[src/rtl/uart_rx_cfg.sv]
// Oversampling UART receiver with configurable frame format and a show-ahead output FIFO.
// Frames are pushed on the final stop sample; a full FIFO drops the frame and pulses overrun.
module uart_rx_cfg #(
  parameter int unsigned CLK_FREQUENCY_HZ = 100_000_000,
  parameter int unsigned BAUD             = 9600,
  parameter int unsigned OVERSAMPLE       = 16,
  parameter int unsigned DATA_BITS        = 8,
  parameter int unsigned PARITY           = 0,
  parameter int unsigned STOP_BITS        = 1,
  parameter int unsigned FIFO_DEPTH       = 4
) (
  input  logic                 clk,
  input  logic                 rst,
  input  logic                 uart_rx,
  output logic [DATA_BITS-1:0] data,
  output logic                 valid,
  input  logic                 ready,
  output logic                 frame_err,
  output logic                 parity_err,
  output logic                 overrun,
  output logic                 busy
);

  localparam int unsigned DIV = CLK_FREQUENCY_HZ / (BAUD * OVERSAMPLE);
  localparam int unsigned TW  = (DIV > 1) ? $clog2(DIV) : 1;
  localparam int unsigned SW  = $clog2(OVERSAMPLE);
  localparam int unsigned BW  = $clog2(DATA_BITS);
  localparam int unsigned AW  = $clog2(FIFO_DEPTH);
  localparam int unsigned EW  = DATA_BITS + 2;

  localparam logic [TW-1:0] TICK_LAST = TW'(DIV - 1);
  localparam logic [SW-1:0] SAMP_MID  = SW'(OVERSAMPLE / 2 - 1);
  localparam logic [SW-1:0] SAMP_LAST = SW'(OVERSAMPLE - 1);
  localparam logic [BW-1:0] BIT_LAST  = BW'(DATA_BITS - 1);

  typedef enum logic [2:0] {
    S_IDLE, S_START, S_DATA, S_PARITY, S_STOP, S_BREAK
  } state_e;

  logic                 rx_meta_q, rx_sync_q;
  logic [TW-1:0]        tick_cnt_q;
  logic                 tick;
  state_e               state_q, state_d;
  logic [SW-1:0]        samp_q, samp_d;
  logic [BW-1:0]        bit_q, bit_d;
  logic [DATA_BITS-1:0] shreg_q, shreg_d;
  logic                 par_q, par_d;
  logic                 ferr_q, ferr_d;
  logic                 stop2_q, stop2_d;
  logic                 push, push_ferr, perr;

  logic [EW-1:0]        mem_q [FIFO_DEPTH];
  logic [AW:0]          wr_q, rd_q;
  logic                 overrun_q;
  logic                 empty, full, pop, wr_en;
  logic [EW-1:0]        head;

  assign tick = (tick_cnt_q == TICK_LAST);
  assign perr = (PARITY != 0) && ((^shreg_q ^ par_q) != (PARITY == 1));

  always_ff @(posedge clk) begin
    if (rst) begin
      rx_meta_q  <= 1'b1;
      rx_sync_q  <= 1'b1;
      tick_cnt_q <= '0;
      state_q    <= S_IDLE;
      samp_q     <= '0;
      bit_q      <= '0;
      shreg_q    <= '0;
      par_q      <= 1'b0;
      ferr_q     <= 1'b0;
      stop2_q    <= 1'b0;
    end else begin
      rx_meta_q  <= uart_rx;
      rx_sync_q  <= rx_meta_q;
      tick_cnt_q <= tick ? '0 : tick_cnt_q + 1'b1;
      state_q    <= state_d;
      samp_q     <= samp_d;
      bit_q      <= bit_d;
      shreg_q    <= shreg_d;
      par_q      <= par_d;
      ferr_q     <= ferr_d;
      stop2_q    <= stop2_d;
    end
  end

  always_comb begin
    state_d   = state_q;
    samp_d    = samp_q;
    bit_d     = bit_q;
    shreg_d   = shreg_q;
    par_d     = par_q;
    ferr_d    = ferr_q;
    stop2_d   = stop2_q;
    push      = 1'b0;
    push_ferr = 1'b0;
    if (tick) begin
      unique case (state_q)
        S_IDLE: begin
          if (!rx_sync_q) begin
            state_d = S_START;
            samp_d  = '0;
          end
        end
        S_START: begin
          if (samp_q == SAMP_MID) begin
            samp_d = '0;
            if (rx_sync_q) begin
              state_d = S_IDLE;
            end else begin
              state_d = S_DATA;
              bit_d   = '0;
              ferr_d  = 1'b0;
              stop2_d = 1'b0;
            end
          end else begin
            samp_d = samp_q + 1'b1;
          end
        end
        S_DATA: begin
          if (samp_q == SAMP_LAST) begin
            samp_d  = '0;
            // LSB arrives first, so shift in at the top and move right
            shreg_d = {rx_sync_q, shreg_q[DATA_BITS-1:1]};
            if (bit_q == BIT_LAST) begin
              bit_d   = '0;
              state_d = (PARITY != 0) ? S_PARITY : S_STOP;
            end else begin
              bit_d = bit_q + 1'b1;
            end
          end else begin
            samp_d = samp_q + 1'b1;
          end
        end
        S_PARITY: begin
          if (samp_q == SAMP_LAST) begin
            samp_d  = '0;
            par_d   = rx_sync_q;
            state_d = S_STOP;
          end else begin
            samp_d = samp_q + 1'b1;
          end
        end
        S_STOP: begin
          if (samp_q == SAMP_LAST) begin
            samp_d = '0;
            if ((STOP_BITS == 2) && !stop2_q) begin
              stop2_d = 1'b1;
              ferr_d  = !rx_sync_q;
            end else begin
              push      = 1'b1;
              push_ferr = ferr_q | !rx_sync_q;
              state_d   = push_ferr ? S_BREAK : S_IDLE;
            end
          end else begin
            samp_d = samp_q + 1'b1;
          end
        end
        S_BREAK: begin
          if (rx_sync_q) state_d = S_IDLE;
        end
        default: state_d = S_IDLE;
      endcase
    end
  end

  // Pointers carry one extra wrap bit so full and empty are distinguishable
  assign empty = (wr_q == rd_q);
  assign full  = (wr_q[AW] != rd_q[AW]) && (wr_q[AW-1:0] == rd_q[AW-1:0]);
  assign pop   = !empty && ready;
  assign wr_en = push && (!full || pop);

  always_ff @(posedge clk) begin
    if (rst) begin
      wr_q      <= '0;
      rd_q      <= '0;
      overrun_q <= 1'b0;
    end else begin
      if (wr_en) wr_q <= wr_q + 1'b1;
      if (pop)   rd_q <= rd_q + 1'b1;
      overrun_q <= push && full && !pop;
    end
  end

  always_ff @(posedge clk) begin
    if (wr_en) mem_q[wr_q[AW-1:0]] <= {push_ferr, perr, shreg_q};
  end

  assign head       = mem_q[rd_q[AW-1:0]];
  assign valid      = !empty;
  assign data       = valid ? head[DATA_BITS-1:0] : '0;
  assign parity_err = valid & head[DATA_BITS];
  assign frame_err  = valid & head[DATA_BITS+1];
  assign overrun    = overrun_q;
  assign busy       = (state_q != S_IDLE);

endmodule

[config.mk]
export PLATFORM = sky130hd
export DESIGN_NAME = uart_rx_cfg
export DESIGN_NICKNAME = d
export VERILOG_FILES = /design/src/rtl/uart_rx_cfg.sv
export SDC_FILE = /design/constraint.sdc
export NUM_CORES = 1
export LEC_CHECK = 0
export ABC_AREA = 1
export CAP_MARGIN = 20
export CORE_AREA = 2 2 81 83
export CTS_BUF_LIST = sky130_fd_sc_hd__clkbuf_4
export DETAILED_ROUTE_END_ITERATION = 8
export DIE_AREA = 0 0 83 85
export HOLD_SLACK_MARGIN = 0.05
export PLACE_DENSITY = 0.81
export SETUP_SLACK_MARGIN = 0.05
export SLEW_MARGIN = 10
export SYNTH_ARGS = -nofsm -noshare
export SYNTH_HDL_FRONTEND = slang
export SYNTH_SLANG_ARGS = --single-unit
export TNS_END_PERCENT = 1
[constraint.sdc]
create_clock -name clk -period 1.95 [get_ports clk]
set_input_delay 0.2925 -clock clk [delete_from_list [all_inputs] [get_ports clk]]
set_output_delay 0.2925 -clock clk [all_outputs]
set_load 0.05 [all_outputs]
# After elaboration in Yosys (flattened, before gate mapping)

Memories as Yosys holds them, arrays and structs flattened. A register that Yosys moved wholly into a read port is not among the register bits.
Index checks and enable logic that the tools add are counted.

Bitwise operators: 2
Eq/ne operators: 20
Add/sub/neg operators: 5
Muxes and demuxes: 30
Reduce and logical (&&, ||, !) cells: 20

Operator list:

| operator                | count |
|---|---|
| $mux W3                 | 12 |
| $pmux W3 S6             | 1 |
| $ne A2 B2 Y1 const B    | 8 |
| $mux W4                 | 3 |
| $pmux W4 S3             | 1 |
| $add A10 B1 Y10 const B | 1 |
| $eq A10 B10 Y1 const B  | 1 |
| $add A3 B1 Y3 const B   | 3 |
| $eq A3 B3 Y1 const B    | 3 |
| $mux W1                 | 8 |
| $mux W8                 | 1 |
| $reduce_and A8 Y1       | 1 |
| $eq A3 B2 Y1 const B    | 2 |
| $mux W2                 | 3 |
| $pmux W3 S2             | 1 |
| $reduce_and A3 Y1       | 2 |
| $reduce_bool A3 Y1      | 2 |
| $logic_and A1 B1 Y1     | 5 |
| $reduce_and A5 Y1       | 1 |
| $add A4 B1 Y4 const B   | 1 |
| $eq A4 B3 Y1 const B    | 1 |
| $eq A4 B4 Y1 const B    | 1 |
| $logic_not A1 Y1        | 4 |
| $eq A3 B1 Y1 const B    | 1 |
| other kinds (10)        | 10 |

Bits in writable memories: 36
Register bits after elaboration: 37
Memories kept: 1
Input bits: 4
Word-level logic and storage cells: 88
Output and inout port bits: 13

Memory list:

| memory | depth | width | read ports | clocked after memory_dff | wr ports | RTL line | text |
|---|---|---|---|---|---|---|---|
| mem_q  | 4     | 9     | 1          | 1                        | 1        | 52       | `logic [EW-1:0] mem_q [FIFO_DEPTH];` |

# Longest topological paths before layout

Gate-level depths: netlist (run 1).

Word-level depth: 7
Mapped depth: 11
Mapped depth without buffers: 10

# Worst setup path before layout (run 1)

No wires, ideal clock.

Path kind: register to output
From: reg wr_q[1]
To: out data[0]
Path buffers: 1
Setup slack: -0.087 ns
Data required time: 1.657 ns
Data arrival time: 1.745 ns
Stages on the path, launching flop included: 7
Cell sequence: dfxtp_1 > xor2_1 > nor2_1 > nand2_1 > clkbuf_1 > nand2_1 > inv_1

Longest elaborated chain between the ends: 2

Ends and longest elaborated chain:

| element                | RTL line | text |
|---|---|---|
| from (decl)            | 53       | `logic [AW:0] wr_q, rd_q;` |
| from (signal assigned) | 179      | `if (wr_en) wr_q <= wr_q + 1'b1;` |
| $eq A3 B3 Y1           | 168      | `assign empty = (wr_q == rd_q);` |
| $mux W8                | 191      | `assign data = valid ? head[DATA_BITS-1:0] : '0;` |
| to (decl)              | 15       | `output logic [DATA_BITS-1:0] data,` |

No other way between the ends.

# Worst setup path in the final report (run 1)

From: reg wr_q[1]
To: out data[7]

Same word-level chain as after synthesis.

==> impl_results.md, run 1 <==
- F_max: 525 MHz
- Final Skew: 0.0157 ns
- IO Port Bufs: 15
- FFs w/ async S/R, synth: 0%
- Antenna violations before repair: 0
- Die Y: 85 µm
- I/O pin cnt: 17
- Post-DRT Antenna Nets: 0
- Logic pwr share: 1.8%
- CP required: 1.66 ns
- Residual DRC: 0
- Max-slew headroom: 66.4%
- Crit path from: wr_q[1]
- CTS Root Cell: clkbuf_4
- Worst R2R Start: tick_cnt_q[0]
- Peak per-stage delay on the critical path: 0.38 ns
- Hold Buf Count CTS: 0
- Leading area contributor after synthesis: edfxtp_1
- Grt total ovfl: 0
- Worst hold path cell count: 1
- Slowest-stage cell, CP: dfxtp_2
- Top post-synthesis cells by area: edfxtp_1, dfxtp_1, nor2_1, nand2_1, inv_1
- Final instance area: 0.00395 mm²
- Area delta synth->final: 15.9%
- P_int: 2.06 mW
- Final Hold Viols: 0
- Sequential Power Share: 62.3%
- CTS tree: done
- LEAKAGE: 1.81 nW
- Placed cell area: 0.00364 mm²
- Share of layout cells above drive strength 1: 16.4%
- Bufs on Longest Clock Path: 2
- Sw frac: 22.0%
- Worst IR Drop VDD: 462 µV
- Top delay family on crit path: simple AND/OR/NAND/NOR gates
- Worst setup SP type: register
- Count of cell types in the netlist: 31
- RD Place Congestion: 0.857
- Core area: 0.00620 mm²
- Hold path start: rx_meta_q
- Seq cells post-synth: 75
- Post-Syn Instances: 397
- Cells along the critical path: xor2_1, nor2_2, nand2_4, nand2_1, inv_1, buf_4
- Post-Syn Nets: 411
- Post-synth EDFFs: 36
- CTS sink cnt: 75
- Final wirelength: 6.56 mm
- Vias in the first global route: 2,491
- Mapped cell area: 0.00340 mm²
- Cell Rows: 29
- Top_reg_cell synth: dfxtp_1
- Count leader, synth: nor2_1
- Util after Layout: 63.6%
- Via count: 2,615
- Largest net degree at the start of global routing: 19
- CTS buffer count: 9
- First-pass GRT wire length: 10.9 mm
- Ant diodes: 0
- Hold slack final: 0.426 ns
- Nets: 436
- Fillers: 489
- Min-Delay Path Class: register to register
- Worst skew pair latency: 0.41 ns
- YS warnings: 0
- Crit path buffers/inverters: 2
- Setup Crit Path Kind: register to primary output
- Clk slew on worst S/H paths: 0.13 ns
- Slew @ Worst Pin: 0.503 ns
- Critical path arrival: 1.61 ns
- Final setup fails: 0
- WP depth: 6
- Seq/Total Area, Yosys: 54.7%
- Max Cap Violations: 0
- Period utilization: 97.8%
- Iter 0 DRT Violations: 115
- First drt pass iteration count: 4
- GRT Overall Usage: 19.3%
- Power density over the cells: 670 mW/mm²
- Vias per cell: 5.19
- Share of the synthesized area in the top cell type: 31.8%
- Non-filler cells in the finished layout: 504
- DP HPWL: 4.52 mm
- Sw Pwr: 0.581 mW
- Post-placement cell count: 488
- RSZ-0062 raised after global routing: yes
- Synth cell count leaders: nor2_1, nand2_1, inv_1
- Htree depth: 3
- Avg Inst Size Synth: 8.58 µm²
- Starting Density: 54.9%
- Die width: 83 µm
- Wire length per cell: 13.0 µm
- Status: completed
- Slew Limit Fails: 0
- Clock share of power: 35.9%
- Fin crit period: 1.91 ns
- Die area: 0.00706 mm²
- Critical path capture point type: primary output
- Worst-path fanout max: 12
- R2R depth: 9
## repair_timing
item                       4_1_cts  5_1_grt
hold endpoints to repair         0        0
pin swaps                        0        2
gates resized for setup         13       34
buffers inserted                 0        0
setup endpoints to repair       10       49
## cell usage in the layout (no fill, tap or decap), drive strengths merged
master and count:
nor2 92, nand2 77, inv 51, dfxtp 39
edfxtp 36, buf 20, nand3 18, o21ai 17
a21oi 14, clkbuf 10, ha 10, o32ai 9
xor2 6, nor3 5, nand4 5, or2 3
clkinvlp 3, clkdlybuf4s50 3, clkinv 2, xnor2 1
nand3b 1, a21o 1, nor3b 1, conb 1
bufinv 1, dlymetal6s2s 1
## registers in the layout, summed over array words and instances, names as in the netlist, named ones only
signal / flops
bit_q: 3
mem_q: 36
overrun: 1
rd_q: 3
rx_meta_q: 1
rx_sync_q: 1
samp_q: 4
shreg_q: 8
state_q: 3
tick_cnt_q: 10
wr_q: 3
## metal layers
layer	routed length, µm	global-route usage (%)	share of wire [%]
met3	206	4.09	3.1
met5	0	0	0
met1	2890	23.0	44
met2	3360	33.4	51
met4	103	9.09	1.6
## layout make-up
class | count | area [µm²] | area share, %
Inverter | 51 | 191 | 4.85
Clock buffer | 10 | 75.1 | 1.90
Tap cell | 77 | 96.3 | 2.44
Timing Repair Buffer | 24 | 272 | 6.88
Sequential cell | 75 | 1880 | 47.6
Clock inverter | 6 | 65.1 | 1.65
Multi-Input combinational cell | 261 | 1370 | 34.7
## path summary, 6_finish.rpt
check	slack, ns	to
worst min register to register	0.43	rx_sync_q
worst max register to register	0.14	mem_q[1][7]
worst max-delay path	0.04	data[7]
worst min-delay path	0.43	rx_sync_q
## cells by family (layout without fill, tap and decap cells)
kind of cell               Yosys count  after routing  synth area share [%]
and+or+nand+nor                    202            202                  25.2
adders and majority gates           10             10                  3.68
DFF                                 75             75                  54.7
AOI/OAI and AO/OA                   41             41                  7.09
xor gates and xnor gates             7              7                  1.80
buffers and inverters               61             91                  7.39
other                                1              1                 0.110
## power groups by stage
stage / sequential (mW) / clock, mW / combinational, mW
after floorplan: 1.68 / 0 / 0.0346
after global placement: 1.68 / 0 / 0.0468
after detailed placement: 1.68 / 0 / 0.0482
after CTS: 1.65 / 0.970 / 0.0482
after global routing: 1.65 / 1.05 / 0.0543
final: 1.65 / 0.949 / 0.0480
## through the flow
step / setup slack [ns] / setup TNS [ns] / power, mW
finish: 0.0435 / 0 / 2.64
global route: -0.0827 / -0.636 / 2.75
CTS: 0.0297 / 0 / 2.67
detailed placement: 0.0914 / 0 / 1.73
global placement: 0.149 / 0 / 1.73
floorplan: 0.00994 / 0 / 1.72
Power figures use the tool's default switching activity.
==> run 2: changes to the inputs <==
Settings changed: ABC_AREA 1 to unset, PLACE_DENSITY 0.81 to unset, PLACE_DENSITY_LB_ADDON set to 0.08, SLEW_MARGIN 10 to 20.
==> impl_results.md, run 2 <==
- Top_reg_cell synth: dfxtp_1 (unchanged)
- Non-filler cells in the finished layout: 407 (was 504)
- Commonest cells after routing, fill and taps aside: edfxtp_1, dfxtp_1, buf_4 (was nor2_1, nand2_1, inv_1)
- IO Port Bufs: 15 (unchanged)
- FFs w/ async S/R, synth: 0% (unchanged)
- Synth cell count leaders: dfxtp_1, edfxtp_1, nor2_1 (was nor2_1, nand2_1, inv_1)
- Largest net degree at the start of global routing: 21 (was 19)
- Count leader, synth: dfxtp_1 (was nor2_1)
- Worst skew pair latency: 0.40 ns (was 0.41 ns)
- Post-Syn Nets: 294 (was 411)
- Slew Limit Fails: 0 (unchanged)
- Nets: 339 (was 436)
- Die area: 0.00706 mm² (unchanged)
- CP required: 1.66 ns (about the same)
- Fin crit period: 2.01 ns (was 1.91 ns)
- Die Y: 85 µm (unchanged)
- R2R depth: 4 (was 9)
- Peak per-stage delay on the critical path: 0.51 ns (was 0.38 ns)
- Min-Delay Path Class: register to register (unchanged)
- GRT Overall Usage: 18.6% (was 19.3%)
- Cells along the critical path: buf_8, mux4_2, nor2b_4, buf_6 (was xor2_1, nor2_2, nand2_4, nand2_1, inv_1, buf_4)
- Post-synthesis simple-gate area fraction: 18.7% (was 25.2%)
- Worst setup margin: -0.0635 ns (was 0.0435 ns)
- Core area: 0.00620 mm² (unchanged)
- Max-slew headroom: 66.8% (was 66.4%)
- Count of cell types in the netlist: 49 (was 31)
- Most common cell after layout, fill and taps aside: edfxtp_1 (was nor2_1)
- Bufs on Longest Clock Path: 2 (unchanged)
- Worst IR Drop VDD: 434 µV (was 462 µV)
- Die width: 83 µm (unchanged)
- Seq cells post-synth: 75 (unchanged)
- Mapped cell area: 0.00333 mm² (was 0.00340 mm²)
- Seq/Total Area, Yosys: 55.9% (was 54.7%)
- CTS sink cnt: 75 (unchanged)
- Post-placement cell count: 389 (was 488)
- Starting Density: 53.7% (was 54.9%)
- Hold slack final: 0.422 ns (was 0.426 ns)
- Crit path buffers/inverters: 2 (unchanged)
- Final Hold Viols: 0 (unchanged)
- Synth Area in Compound Gates: 7.17% (was 7.09%)
- Post-synth EDFFs: 36 (unchanged)
- Uppermost layer routed: met4 (unchanged)
- Top post-synthesis cells by area: edfxtp_1, dfxtp_1, mux4_2, ha_1, nor2_1 (was edfxtp_1, dfxtp_1, nor2_1, nand2_1, inv_1)
- Avg Inst Size Synth: 11.9 µm² (was 8.58 µm²)
- Clk slew on worst S/H paths: 0.12 ns (was 0.13 ns)
- Wire length per cell: 15.0 µm (was 13.0 µm)
- CTS tree: done (unchanged)
- WP depth: 4 (was 6)
- Failing checks: negative setup slack
- Post-Syn Instances: 280 (was 397)
- Critical path capture point type: primary output (unchanged)
- XOR/XNOR Fraction of Synth Area: 3.42% (was 1.80%)
- Met3 Routed Length: 163 µm (was 206 µm)
- Leading area contributor after synthesis: edfxtp_1 (unchanged)
- Final Skew: 0.0103 ns (was 0.0157 ns)
- Antenna violations before repair: 0 (unchanged)
- Status: finished, violations left (was completed)
- Met2 wire length: 3.06 mm (was 3.36 mm)
- I/O pin cnt: 17 (unchanged)
- Area delta synth->final: 24.2% (was 15.9%)
- Top delay family on crit path: multiplexers (was simple AND/OR/NAND/NOR gates)
- First drt pass iteration count: 6 (was 4)
- Via count: 2,186 (was 2,615)
- DP HPWL: 4.17 mm (was 4.52 mm)
- YS warnings: 0 (unchanged)
- Grt total ovfl: 0 (unchanged)
- Ant diodes: 0 (unchanged)
- Max Cap Violations: 0 (unchanged)
- Residual DRC: 0 (unchanged)
- Slew @ Worst Pin: 0.493 ns (was 0.503 ns)
- Vias per cell: 5.37 (was 5.19)
- Critical path arrival: 1.72 ns (was 1.61 ns)
- Final setup fails: 10 (was 0)
- Worst-path fanout max: 5 (was 12)
- Post-DRT Antenna Nets: 0 (unchanged)
- First-pass GRT wire length: 10.4 mm (was 10.9 mm)
- Flop2flop setup slack: 0.08 ns (was 0.14 ns)
- RSZ-0062 raised after global routing: yes (unchanged)
- Vias in the first global route: 2,153 (was 2,491)
- Pre-CTS WS: -0.0290 ns (was 0.0914 ns)
- Worst setup SP type: register (unchanged)
- Reg2reg end: state_q[1] (was mem_q[1][7])
- Power density over the cells: 664 mW/mm² (was 670 mW/mm²)
- Htree depth: 3 (unchanged)
- Post-synthesis mux area share: 8.34% (was 0%)
- LEAKAGE: 1.51 nW (was 1.81 nW)
- Synth Area in Adders: 3.76% (was 3.68%)
- DRT met1 WL: 2.78 mm (was 2.89 mm)
- Fillers: 454 (was 489)
- Period utilization: 103% (was 97.8%)
- F_max: 497 MHz (was 525 MHz)
- Max reg flops: 36 (unchanged)
- Worst R2R Start: tick_cnt_q[6] (was tick_cnt_q[0])
- Final wirelength: 6.09 mm (was 6.56 mm)
- End of the critical path: data[5] (was data[7])
- Slowest-stage cell, CP: mux4_2 (was dfxtp_2)
- Iter 0 DRT Violations: 75 (was 115)
- Setup Crit Path Kind: register to primary output (unchanged)
- CTS buffer count: 9 (unchanged)
- Setup TNS: -0.416 ns (was 0 ns)
- Largest family of logic cells by synthesized area: simple AND/OR/NAND/NOR gates (unchanged)
- Share of layout cells above drive strength 1: 32.7% (was 16.4%)
- Cell Rows: 29 (unchanged)
- RD Place Congestion: 0.760 (was 0.857)
- CTS Root Cell: clkbuf_4 (unchanged)
- Share of the synthesized area in the top cell type: 32.4% (was 31.8%)
run 2: cell types whose count changed in the layout (fill, tap and decap cells not counted), sizes merged, moves of 5 or more:
cell    change
nand2      -66
nor2       -69
and2        +6
buf        +24
nand3       -5
o21ai       -5
nand2b      +6
xnor2       +5
mux4        +9
o32ai       -7
nor2b      +13
inv        -45
run 2: logic make-up after synthesis:
group | after synthesis
simple gates | 107
xor+xnor | 13
mux | 16
buf+inv | 20
fa+ha+maj | 10
compound gates | 38
other cells | 1
flops | 75
run 2: worst min-delay path by stage:
stage	start	to	slack, ns	depth (start not counted)
2_1_floorplan	rx_meta_q	rx_sync_q	0.39	1
3_3_place_gp	rx_meta_q	rx_sync_q	0.39	1
3_5_place_dp	rx_meta_q	rx_sync_q	0.40	1
4_1_cts	uart_rx	rx_meta_q	0.43	2
5_1_grt	uart_rx	rx_meta_q	0.42	2
6_report	rx_meta_q	rx_sync_q	0.42	1
run 2: metrics by stage:
stage / total power [mW] / area (µm²) / util [%]
after floorplan: 1.72 / 3340 / -
after global placement: 1.74 / 3780 / 61.0
after detailed placement: 1.74 / 3780 / 61.0
after CTS: 2.77 / 4050 / 65.3
after global routing: 2.86 / 4140 / 66.7
final: 2.75 / 4140 / 66.7
run 2: layout make-up:
class	count	area, µm²	area share (%)
inverters	6	22.5	0.544
flip-flops and latches	75	1880	45.4
clock buffers	9	67.6	1.63
multi-input cells	185	1510	36.4
well taps	77	96.3	2.33
repair buffers	48	474	11.5
clock inverters	7	92.6	2.24
run 2: report_power, final:
part           internal [mW]  switching [mW]
logic                 0.0237          0.0326
registers               1.64         0.00448
clock network          0.517           0.532
run 2: routing by layer:
metal | up-vias | GRT usage (%)
met3 | 7 | 4.38
met5 | - | 0
met4 | 0 | 6.71
li1 | 1115 | -
met1 | 1028 | 23.5
met2 | 36 | 31.5
run 2: timing repair:
| action | CTS | global route |
|---|---|---|
| gates resized for setup | 28 | 24 |
| setup endpoints to repair | 52 | 58 |
| setup buffers | 0 | 0 |
| hold endpoints to repair | 0 | 0 |
| cloned | 1 | 1 |
| hold buffers | 0 | 0 |
| pin swaps | 2 | 6 |
==> run 3: changes to the inputs <==
Settings changed: CTS_CLUSTER_SIZE set to 14.
==> results of run 3 <==
Same layout as run 2: the final DEF is identical, and so are final timing and power.
